**config.mk**
```make
export PLATFORM = sky130hd
export DESIGN_NAME = worldmap_port_arbiter_flat
export DESIGN_NICKNAME = d
export VERILOG_FILES = /design/src/rtl/worldmap_port_arbiter_if.sv /design/src/rtl/worldmap_port_arbiter.sv /design/src/flat_wrapper.sv
export SDC_FILE = /design/constraint.sdc
export NUM_CORES = 1
export LEC_CHECK = 0
export ABC_CLOCK_PERIOD_IN_PS = 5500
export CAP_MARGIN = 20
export CORE_MARGIN = 2
export CORE_UTILIZATION = 42
export CTS_BUF_LIST = sky130_fd_sc_hd__clkbuf_16
export CTS_CLUSTER_DIAMETER = 30
export DETAILED_ROUTE_END_ITERATION = 10
export GPL_TIMING_DRIVEN = 0
export HOLD_SLACK_MARGIN = 0.12
export PLACE_DENSITY_LB_ADDON = 0.08
export SLEW_MARGIN = 20
export SYNTH_ARGS = -nofsm -noshare
export SYNTH_HDL_FRONTEND = slang
export SYNTH_SLANG_ARGS = --single-unit
```
**constraint.sdc**
```tcl
create_clock -name clk -period 5.5 [get_ports clk]
set_clock_uncertainty 0.1 [all_clocks]
set_input_delay 0.825 -clock clk [delete_from_list [all_inputs] [get_ports clk]]
set_output_delay 0.825 -clock clk [all_outputs]
set_load 0.1 [all_outputs]
```
**src/rtl/worldmap_port_arbiter_if.sv**
```systemverilog
// Client and RAM-side signal bundle around the world map RAM port arbiter.
// The arbiter takes the slave view; clients plus the RAM take the master view.
interface worldmap_port_arbiter_if #(
    parameter int AW = 14,
    parameter int DW = 2
);
    logic          vid_req;
    logic [AW-1:0] vid_addr;
    logic [DW-1:0] vid_data;
    logic          vid_valid;

    logic          bot_req;
    logic [AW-1:0] bot_addr;
    logic          bot_gnt;
    logic [DW-1:0] bot_data;
    logic          bot_valid;

    logic          cpu_req;
    logic          cpu_we;
    logic [AW-1:0] cpu_addr;
    logic [DW-1:0] cpu_wdata;
    logic          cpu_gnt;
    logic [DW-1:0] cpu_rdata;
    logic          cpu_valid;

    logic [AW-1:0] ram_addr;
    logic          ram_we;
    logic [DW-1:0] ram_din;
    logic [DW-1:0] ram_dout;

    logic [7:0]    vid_miss_cnt;

    modport slave (
        input  vid_req, vid_addr,
        input  bot_req, bot_addr,
        input  cpu_req, cpu_we, cpu_addr, cpu_wdata,
        input  ram_dout,
        output vid_data, vid_valid,
        output bot_gnt, bot_data, bot_valid,
        output cpu_gnt, cpu_rdata, cpu_valid,
        output ram_addr, ram_we, ram_din,
        output vid_miss_cnt
    );

    modport master (
        output vid_req, vid_addr,
        output bot_req, bot_addr,
        output cpu_req, cpu_we, cpu_addr, cpu_wdata,
        output ram_dout,
        input  vid_data, vid_valid,
        input  bot_gnt, bot_data, bot_valid,
        input  cpu_gnt, cpu_rdata, cpu_valid,
        input  ram_addr, ram_we, ram_din,
        input  vid_miss_cnt
    );
endinterface

```
**src/rtl/worldmap_port_arbiter.sv**
```systemverilog
// Single-port world map RAM arbiter: video has priority, bot and CPU share the rest
// round-robin, and a bounded wait forces a background grant over video when needed.
module worldmap_port_arbiter #(
    parameter int AW       = 14,
    parameter int DW       = 2,
    parameter int RD_LAT   = 1,
    parameter int MAX_WAIT = 8
) (
    input logic                    clk,
    input logic                    resetn,
    worldmap_port_arbiter_if.slave bus
);
    localparam int            WW       = $clog2(MAX_WAIT + 1);
    localparam logic [WW-1:0] WAIT_MAX = WW'(MAX_WAIT);

    typedef enum logic [1:0] {
        OWN_NONE = 2'd0,
        OWN_VID  = 2'd1,
        OWN_BOT  = 2'd2,
        OWN_CPU  = 2'd3
    } owner_e;

    logic [WW-1:0] bot_wait;
    logic [WW-1:0] cpu_wait;
    logic          rr_cpu;
    owner_e        tag_pipe [RD_LAT+1];
    logic [7:0]    miss_cnt;
    logic [DW-1:0] vid_data_q;
    logic [DW-1:0] bot_data_q;
    logic [DW-1:0] cpu_data_q;

    logic   bot_forced;
    logic   cpu_forced;
    logic   forced;
    logic   vid_gnt;
    logic   bot_gnt;
    logic   cpu_gnt;
    logic   miss;
    owner_e rd_owner;

    function automatic logic [WW-1:0] wait_next(input logic req, input logic gnt,
                                                input logic [WW-1:0] cnt);
        logic [WW-1:0] nxt;
        nxt = cnt;
        if (!req || gnt)
            nxt = '0;
        else if (cnt != WAIT_MAX)
            nxt = cnt + WW'(1);
        return nxt;
    endfunction

    always_comb begin
        // NOTE: every signal gets a default before the priority chain so no path leaves it unassigned and no latch is inferred.
        bot_forced = resetn && bus.bot_req && (bot_wait == WAIT_MAX);
        cpu_forced = resetn && bus.cpu_req && (cpu_wait == WAIT_MAX);
        forced     = bot_forced || cpu_forced;
        vid_gnt    = 1'b0;
        bot_gnt    = 1'b0;
        cpu_gnt    = 1'b0;

        if (forced) begin
            if (bot_forced && cpu_forced) begin
                cpu_gnt = rr_cpu;
                bot_gnt = !rr_cpu;
            end else begin
                bot_gnt = bot_forced;
                cpu_gnt = cpu_forced;
            end
        end else if (resetn && bus.vid_req) begin
            vid_gnt = 1'b1;
        end else if (resetn && bus.bot_req && bus.cpu_req) begin
            cpu_gnt = rr_cpu;
            bot_gnt = !rr_cpu;
        end else if (resetn) begin
            bot_gnt = bus.bot_req;
            cpu_gnt = bus.cpu_req;
        end
    end

    // A forced grant taken while video is asking costs video its slot.
    assign miss = forced && bus.vid_req;

    always_comb begin
        rd_owner = OWN_NONE;
        if (vid_gnt)
            rd_owner = OWN_VID;
        else if (bot_gnt)
            rd_owner = OWN_BOT;
        else if (cpu_gnt && !bus.cpu_we)
            rd_owner = OWN_CPU;
    end

    always_comb begin
        bus.ram_addr = bus.vid_addr;
        if (cpu_gnt)
            bus.ram_addr = bus.cpu_addr;
        else if (bot_gnt)
            bus.ram_addr = bus.bot_addr;
    end

    assign bus.ram_we  = cpu_gnt && bus.cpu_we;
    assign bus.ram_din = bus.cpu_wdata;
    assign bus.bot_gnt = bot_gnt;
    assign bus.cpu_gnt = cpu_gnt;

    // NOTE: registered state uses non-blocking assignments only, so every reader sees the pre-edge value.
    always_ff @(posedge clk) begin
        if (!resetn) begin
            bot_wait <= '0;
            cpu_wait <= '0;
            rr_cpu   <= 1'b0;
            miss_cnt <= '0;
        end else begin
            bot_wait <= wait_next(bus.bot_req, bot_gnt, bot_wait);
            cpu_wait <= wait_next(bus.cpu_req, cpu_gnt, cpu_wait);
            if (bot_gnt)
                rr_cpu <= 1'b1;
            else if (cpu_gnt)
                rr_cpu <= 1'b0;
            if (miss && miss_cnt != 8'hFF)
                miss_cnt <= miss_cnt + 8'd1;
        end
    end

    // NOTE: the owner tags must be reset, unlike a data RAM, because a stale tag would emit a valid for a read discarded by reset.
    always_ff @(posedge clk) begin
        if (!resetn) begin
            for (int i = 0; i <= RD_LAT; i++)
                tag_pipe[i] <= OWN_NONE;
        end else begin
            tag_pipe[0] <= rd_owner;
            for (int i = 1; i <= RD_LAT; i++)
                tag_pipe[i] <= tag_pipe[i-1];
        end
    end

    // ram_dout is valid while the tag sits in stage RD_LAT-1; capture it into the owner's register.
    always_ff @(posedge clk) begin
        if (!resetn) begin
            vid_data_q <= '0;
            bot_data_q <= '0;
            cpu_data_q <= '0;
        end else begin
            case (tag_pipe[RD_LAT-1])
                OWN_VID: vid_data_q <= bus.ram_dout;
                OWN_BOT: bot_data_q <= bus.ram_dout;
                OWN_CPU: cpu_data_q <= bus.ram_dout;
                default: ;
            endcase
        end
    end

    assign bus.vid_valid    = (tag_pipe[RD_LAT] == OWN_VID);
    assign bus.bot_valid    = (tag_pipe[RD_LAT] == OWN_BOT);
    assign bus.cpu_valid    = (tag_pipe[RD_LAT] == OWN_CPU);
    assign bus.vid_data     = vid_data_q;
    assign bus.bot_data     = bot_data_q;
    assign bus.cpu_rdata    = cpu_data_q;
    assign bus.vid_miss_cnt = miss_cnt;
endmodule
```
**src/flat_wrapper.sv**
```systemverilog
// flat-port wrapper written by rule: the top's interface ports become plain ports
module worldmap_port_arbiter_flat 
#(
    parameter int AW       = 14,
    parameter int DW       = 2,
    parameter int RD_LAT   = 1,
    parameter int MAX_WAIT = 8
)
  (clk, resetn, bus_vid_req, bus_vid_addr, bus_bot_req, bus_bot_addr, bus_cpu_req, bus_cpu_we, bus_cpu_addr, bus_cpu_wdata, bus_ram_dout, bus_vid_data, bus_vid_valid, bus_bot_gnt, bus_bot_data, bus_bot_valid, bus_cpu_gnt, bus_cpu_rdata, bus_cpu_valid, bus_ram_addr, bus_ram_we, bus_ram_din, bus_vid_miss_cnt);
  worldmap_port_arbiter_if #(.AW(AW), .DW(DW)) bus_i ();
  input logic clk;
  input logic resetn;
  input wire logic [$bits(bus_i.vid_req)-1:0] bus_vid_req;
  input wire logic [$bits(bus_i.vid_addr)-1:0] bus_vid_addr;
  input wire logic [$bits(bus_i.bot_req)-1:0] bus_bot_req;
  input wire logic [$bits(bus_i.bot_addr)-1:0] bus_bot_addr;
  input wire logic [$bits(bus_i.cpu_req)-1:0] bus_cpu_req;
  input wire logic [$bits(bus_i.cpu_we)-1:0] bus_cpu_we;
  input wire logic [$bits(bus_i.cpu_addr)-1:0] bus_cpu_addr;
  input wire logic [$bits(bus_i.cpu_wdata)-1:0] bus_cpu_wdata;
  input wire logic [$bits(bus_i.ram_dout)-1:0] bus_ram_dout;
  output wire logic [$bits(bus_i.vid_data)-1:0] bus_vid_data;
  output wire logic [$bits(bus_i.vid_valid)-1:0] bus_vid_valid;
  output wire logic [$bits(bus_i.bot_gnt)-1:0] bus_bot_gnt;
  output wire logic [$bits(bus_i.bot_data)-1:0] bus_bot_data;
  output wire logic [$bits(bus_i.bot_valid)-1:0] bus_bot_valid;
  output wire logic [$bits(bus_i.cpu_gnt)-1:0] bus_cpu_gnt;
  output wire logic [$bits(bus_i.cpu_rdata)-1:0] bus_cpu_rdata;
  output wire logic [$bits(bus_i.cpu_valid)-1:0] bus_cpu_valid;
  output wire logic [$bits(bus_i.ram_addr)-1:0] bus_ram_addr;
  output wire logic [$bits(bus_i.ram_we)-1:0] bus_ram_we;
  output wire logic [$bits(bus_i.ram_din)-1:0] bus_ram_din;
  output wire logic [$bits(bus_i.vid_miss_cnt)-1:0] bus_vid_miss_cnt;
  assign bus_i.vid_req = bus_vid_req;
  assign bus_i.vid_addr = bus_vid_addr;
  assign bus_i.bot_req = bus_bot_req;
  assign bus_i.bot_addr = bus_bot_addr;
  assign bus_i.cpu_req = bus_cpu_req;
  assign bus_i.cpu_we = bus_cpu_we;
  assign bus_i.cpu_addr = bus_cpu_addr;
  assign bus_i.cpu_wdata = bus_cpu_wdata;
  assign bus_i.ram_dout = bus_ram_dout;
  assign bus_vid_data = bus_i.vid_data;
  assign bus_vid_valid = bus_i.vid_valid;
  assign bus_bot_gnt = bus_i.bot_gnt;
  assign bus_bot_data = bus_i.bot_data;
  assign bus_bot_valid = bus_i.bot_valid;
  assign bus_cpu_gnt = bus_i.cpu_gnt;
  assign bus_cpu_rdata = bus_i.cpu_rdata;
  assign bus_cpu_valid = bus_i.cpu_valid;
  assign bus_ram_addr = bus_i.ram_addr;
  assign bus_ram_we = bus_i.ram_we;
  assign bus_ram_din = bus_i.ram_din;
  assign bus_vid_miss_cnt = bus_i.vid_miss_cnt;
  worldmap_port_arbiter #(.AW(AW), .DW(DW), .RD_LAT(RD_LAT), .MAX_WAIT(MAX_WAIT)) u_core (.clk(clk), .resetn(resetn), .bus(bus_i));
endmodule
```
# After elaboration in Yosys (flattened, before gate mapping)
# Memories as Yosys holds them, arrays and structs flattened.
# Index checks and enable logic that the tools add are counted.
[op_classes]
addsub = 3
n_mux = 23
n_eq_ne = 11
n_bitwise = 3
n_reduce_logical = 21
[op_table]
columns = ["op", "count"]
rows = [
  ["14-bit 2-to-1 mux", 2],
  ["1-bit 2-to-1 mux", 16],
  ["1-bit logical AND", 11],
  ["2-bit 2-to-1 mux", 5],
  ["4-bit by 1-bit adder with 4-bit output (second input constant)", 2],
  ["8-bit by 1-bit adder with 8-bit output (second input constant)", 1],
  ["2-bit == test (second input constant)", 4],
  ["4-bit == test (second input constant)", 2],
  ["4-bit inequality test (second input constant)", 2],
  ["8-bit inequality test (second input constant)", 1],
  ["2-bit by 1-bit == test with 1-bit output (second input constant)", 2],
  ["1-bit logical NOT", 4],
  ["2-bit OR reduction", 2],
  ["1-bit logical OR", 3],
  ["1-bit bitwise OR", 2],
  ["2-bit nonzero test", 1],
  ["1-bit NOT", 1],
]
[word_totals]
out_inout_bits = 36
memories = 1
inputBits = 52
mem_bits_rw = 4
ff_bits = 23
wordCells = 69
[memory_table]
columns = ["memory", "depth", "width", "read_ports", "rd_ports_with_merged_regs", "wr", "line_no", "text"]
rows = [
  ["u_core.tag_pipe", 2, 2, 2, 0, 2, "worldmap_port_arbiter.sv:26", "owner_e tag_pipe [RD_LAT+1];"],
]

# Depth between registers and ports, before layout
[depth]
ltp_word = 10
ltp_mapped = 10
depth_no_buf = 8

# Least setup slack after synthesis
# No wires, ideal clock.
[synth_timing]
kind = "input to output"
start = "input bus_cpu_req"
end = "output bus_ram_addr[10]"
setup_slack_ns = 1.147
required_time_ns = 4.575
cell_stages = 7
t_arrival_ns = 3.428
n_path_buf = 1
cell_sequence = "and3_1 -> a32oi_4 -> o2111ai_4 -> clkinv_2 -> buf_6 -> nand2_1 -> a31oi_1"
[synth_via]
elab_chain_cells = 7
elab_cells_between_ends = 16
cone_classes = "11 x mux; 5 x reduce/logical"
[synth_lines]
columns = ["element", "line_no", "text"]
rows = [
  ["start: declaration", "flat_wrapper.sv:17", "input wire logic [$bits(bus_i.cpu_req)-1:0] bus_cpu_req;"],
  ["1-bit logical AND (2 in a row)", "worldmap_port_arbiter.sv:55", "cpu_forced = resetn && bus.cpu_req && (cpu_wait == WAIT_MAX);"],
  ["1-bit logical AND", "worldmap_port_arbiter.sv:62", "if (bot_forced && cpu_forced) begin"],
  ["1-bit 2-to-1 mux", "worldmap_port_arbiter.sv:62", ""],
  ["1-bit 2-to-1 mux (*)", "worldmap_port_arbiter.sv:61", "if (forced) begin"],
  ["net bus_bot_gnt", "flat_wrapper.sv:24", "output wire logic [$bits(bus_i.bot_gnt)-1:0] bus_bot_gnt;"],
  ["14-bit 2-to-1 mux (*)", "worldmap_port_arbiter.sv:97", "else if (bot_gnt)"],
  ["14-bit 2-to-1 mux (*)", "worldmap_port_arbiter.sv:95", "if (cpu_gnt)"],
  ["end: declaration", "flat_wrapper.sv:30", "output wire logic [$bits(bus_i.ram_addr)-1:0] bus_ram_addr;"],
]
# The timed path passes the listed nets; every way through them passes the cells marked *.

# Worst setup path after layout
[layout_timing]
start = "input bus_cpu_req"
end = "output bus_ram_addr[10]"
[layout_via]
elab_chain_cells = 7
elab_cells_between_ends = 16
cone_classes = "11 x mux; 5 x reduce/logical"
[layout_lines]
columns = ["element", "line_no"]
rows = [
  ["1-bit logical AND (2 in a row)", "worldmap_port_arbiter.sv:55"],
  ["1-bit logical AND", "worldmap_port_arbiter.sv:62"],
  ["1-bit 2-to-1 mux", "worldmap_port_arbiter.sv:62"],
  ["1-bit 2-to-1 mux", "worldmap_port_arbiter.sv:61"],
  ["14-bit 2-to-1 mux", "worldmap_port_arbiter.sv:97"],
  ["14-bit 2-to-1 mux (*)", "worldmap_port_arbiter.sv:95"],
]
# Mark *: on every way between the ends. The rest lies on a longest branch, timed or not.

==> results.md <==
- Total CTS buffers: 3
- Post-synthesis cell count: 205
- Slew Limit Fails: 0
- Wirelength per Cell: 12.5 um
- CTS max path bufs: 2
- Root Buffer: clkbuf_16
- Pre-antenna DRT Iters: 4
- GR Util met3: 0.0869
- Setup repair after global routing missed its margin: no
- Synth area leaders: dfxtp_1, nand2_1, nor2_1
- Vias in the first global route: 1,676
- Final hold vios: 0
- Setup Buffers After CTS: 0
- Critical path type: in -> out
- Endpoint class of the critical path: output pin
- Mean Syn Cell Area: 7.89 sq um
- FF+latch count, synth: 27
- Synth async-reset ratio: 0
- Global routing's busiest layer: met2
- Synth Net Count: 262
- Syn. warnings: 0
- Finished Cell Area: 2600 sq um
- Hold_buf cts: 0
- Synth unique cells: 41
- Commonest non-fill, non-tap cell in the layout: clkdlybuf4s50_1
- Hold Crit Class: reg -> reg
- Core Footprint: 3690 sq um
- Syn Std Cell Area: 1620 sq um
- GR Util All Layers: 0.208
- Top-Level Pins: 88
- ANT cells: 0
- Maxcap violations: 0
- Worst Max-Slew Pin Slew: 0.994 ns
- Fill cell count: 338
- Crit-path most repeated cell: clkdlybuf4s50_1
- CTS HTree Levels: 1
- Post-synth EDFFs: 0
- Worst Path Arrival: 3.74 ns
- Post-layout min period: 4.67 ns
- Row Count: 22
- Pin count of the biggest net entering global routing: 16
- Slowest stage delay, CP: 1.16 ns
- Met2 GRT Util: 0.359
- Remaining global-route overflow: 0
- Initial Utilization: 0.438
- Final core utilization: 0.704
- Post-synth top area share: 0.334
- Commonest non-fill, non-tap cells in the layout: clkdlybuf4s50_1, nand2_1, nor2_1, dfxtp_1, a31oi_1
- Worst path buffer plus inverter count: 4
- Slew headroom: 0.335
- DPL Wire Length: 3470 um
- Clock Sinks: 27
- Clock Pin Slew Worst Setup and Hold Paths: 0.07 ns
- Layout cells sized above 1: 0.0751
- Total wire length: 4260 um
- Post-synthesis sequential area ratio: 0.334
- Static leakage: 1.03 nW
- Fmax: 214 MHz
- Synth-to-Final Area Change: 60.7%
- GPL Wtd Cong: 0.768
- Die width: 66.0 um
- Via density: 5.11
- Final Cycle Share: 0.849
- Synth Flop Type: dfxtp_1
- Initial DRC count: 87
- Status: finished clean
- CTS tree: done
- Slowest CP cell: clkdlybuf4s50_1
- Required time worst endpoint: 4.58 ns
- CP max FO: 10
- Critical Path, Cell by Cell: clkdlybuf4s50_1, and3_1, a32oi_4, o2111ai_4, clkinv_2, buf_6, nand2_1, a31oi_1, clkdlybuf4s50_1
- Met1 Use GR: 0.231
- Pwr/cell area: 220 nW/um^2
- Startpoint types: input pin
- Worst-Skew Late Latency: 0.26 ns
- Setup_tns: 0 ns
- Residual DRC: 0
- # nets final: 351
- Final setup fails: 0
- Antenna-violating nets left: 0
- Dpl cell area: 2520 sq um
- Post-CTS sizing: 0
- Initial antenna violation count: 0
- Crit-path leading delay family: buffers and inverters
- First-pass GRT wire length: 7140 um
- I/O Buffers: 84
- DIE HEIGHT: 66.0 um
- Yosys top cell by area: dfxtp_1
- Die ar.: 4360 sq um
- Peak VDD IR: 0.000125 V
- Via count: 1,742
-- per-stage QoR --
stage / hold WS (ns) / setup WS (ns) / instances / total power, mW
floorplan: 0.362 / 1.15 / 205 / 0.344
global placement: 0.348 / 0.811 / 337 / 0.413
detailed placement: 0.358 / 0.823 / 337 / 0.414
CTS: 0.367 / 0.830 / 341 / 0.575
global route: 0.396 / 0.662 / 341 / 0.594
finish: 0.374 / 0.832 / 341 / 0.571
-- cell type report --
type,count,area [sq um],area share
buffer,12,77.6,0.0299
clock buffer,3,75.1,0.0289
inverter,10,38.8,0.0149
clock inverter,1,5.00,0.00193
multi-input combinational,156,960,0.369
tap,48,60.1,0.0231
sequential,27,541,0.208
timing repair buffer,84,841,0.324
-- registers in the layout, summed over array words and instances, names as in the netlist --
signal / cells
u_core.bus.vid_data: 2
u_core.bus.cpu_rdata: 2
u_core.bot_wait: 4
u_core.bus.vid_miss_cnt: 8
u_core.cpu_wait: 4
u_core.tag_pipe: 4
u_core.bus.bot_data: 2
u_core.rr_cpu: 1
-- worst paths after layout --
kind / start / endpoint / slack [ns] / cells after the start
setup / recovery: bus_cpu_req / bus_ram_addr[10] / 0.83 / 9
hold / removal: u_core.bus.cpu_rdata[0] / u_core.bus.cpu_rdata[0] / 0.37 / 2
setup reg to reg: u_core.bot_wait[0] / u_core.rr_cpu / 3.44 / 9
hold reg to reg: u_core.bus.cpu_rdata[0] / u_core.bus.cpu_rdata[0] / 0.37 / 2
-- synthesized netlist by cell type, drive strengths merged (3+ instances only) --
cell,number
and2,5
nor3,3
a21oi,6
ha,5
xnor2,4
buf,10
nand4,4
inv,9
nand3,8
dfxtp,27
xor2,5
o21ai,3
nand2,40
a31oi,15
nor2,29
mux2i,5
-- kinds of logic after synthesis --
group,share of synthesized area
fa+ha+maj,0.0387
compound gates,0.177
mux,0.0310
xor+xnor,0.0488
simple gates,0.298
buf+inv,0.0720
flops,0.334
-- power by group --
group | total [mW] | internal (mW) | switching (mW)
logic | 0.204 | 0.0683 | 0.136
registers | 0.205 | 0.201 | 0.00427
clock network | 0.162 | 0.0979 | 0.0642
total | 0.571 | 0.367 | 0.205
-- layer usage --
metal	wire (um)	vias up
li1	-	878
met1	1700	791
met2	2020	69
met3	493	4
met4	46	0
met5	0	-
-- worst min-delay path, cell delays in order (launching register included) --
cell and delay [ns]:
dfxtp_1 0.31, nand2_1 0.06, a21oi_1 0.06
(Power assumes the default switching activity.)
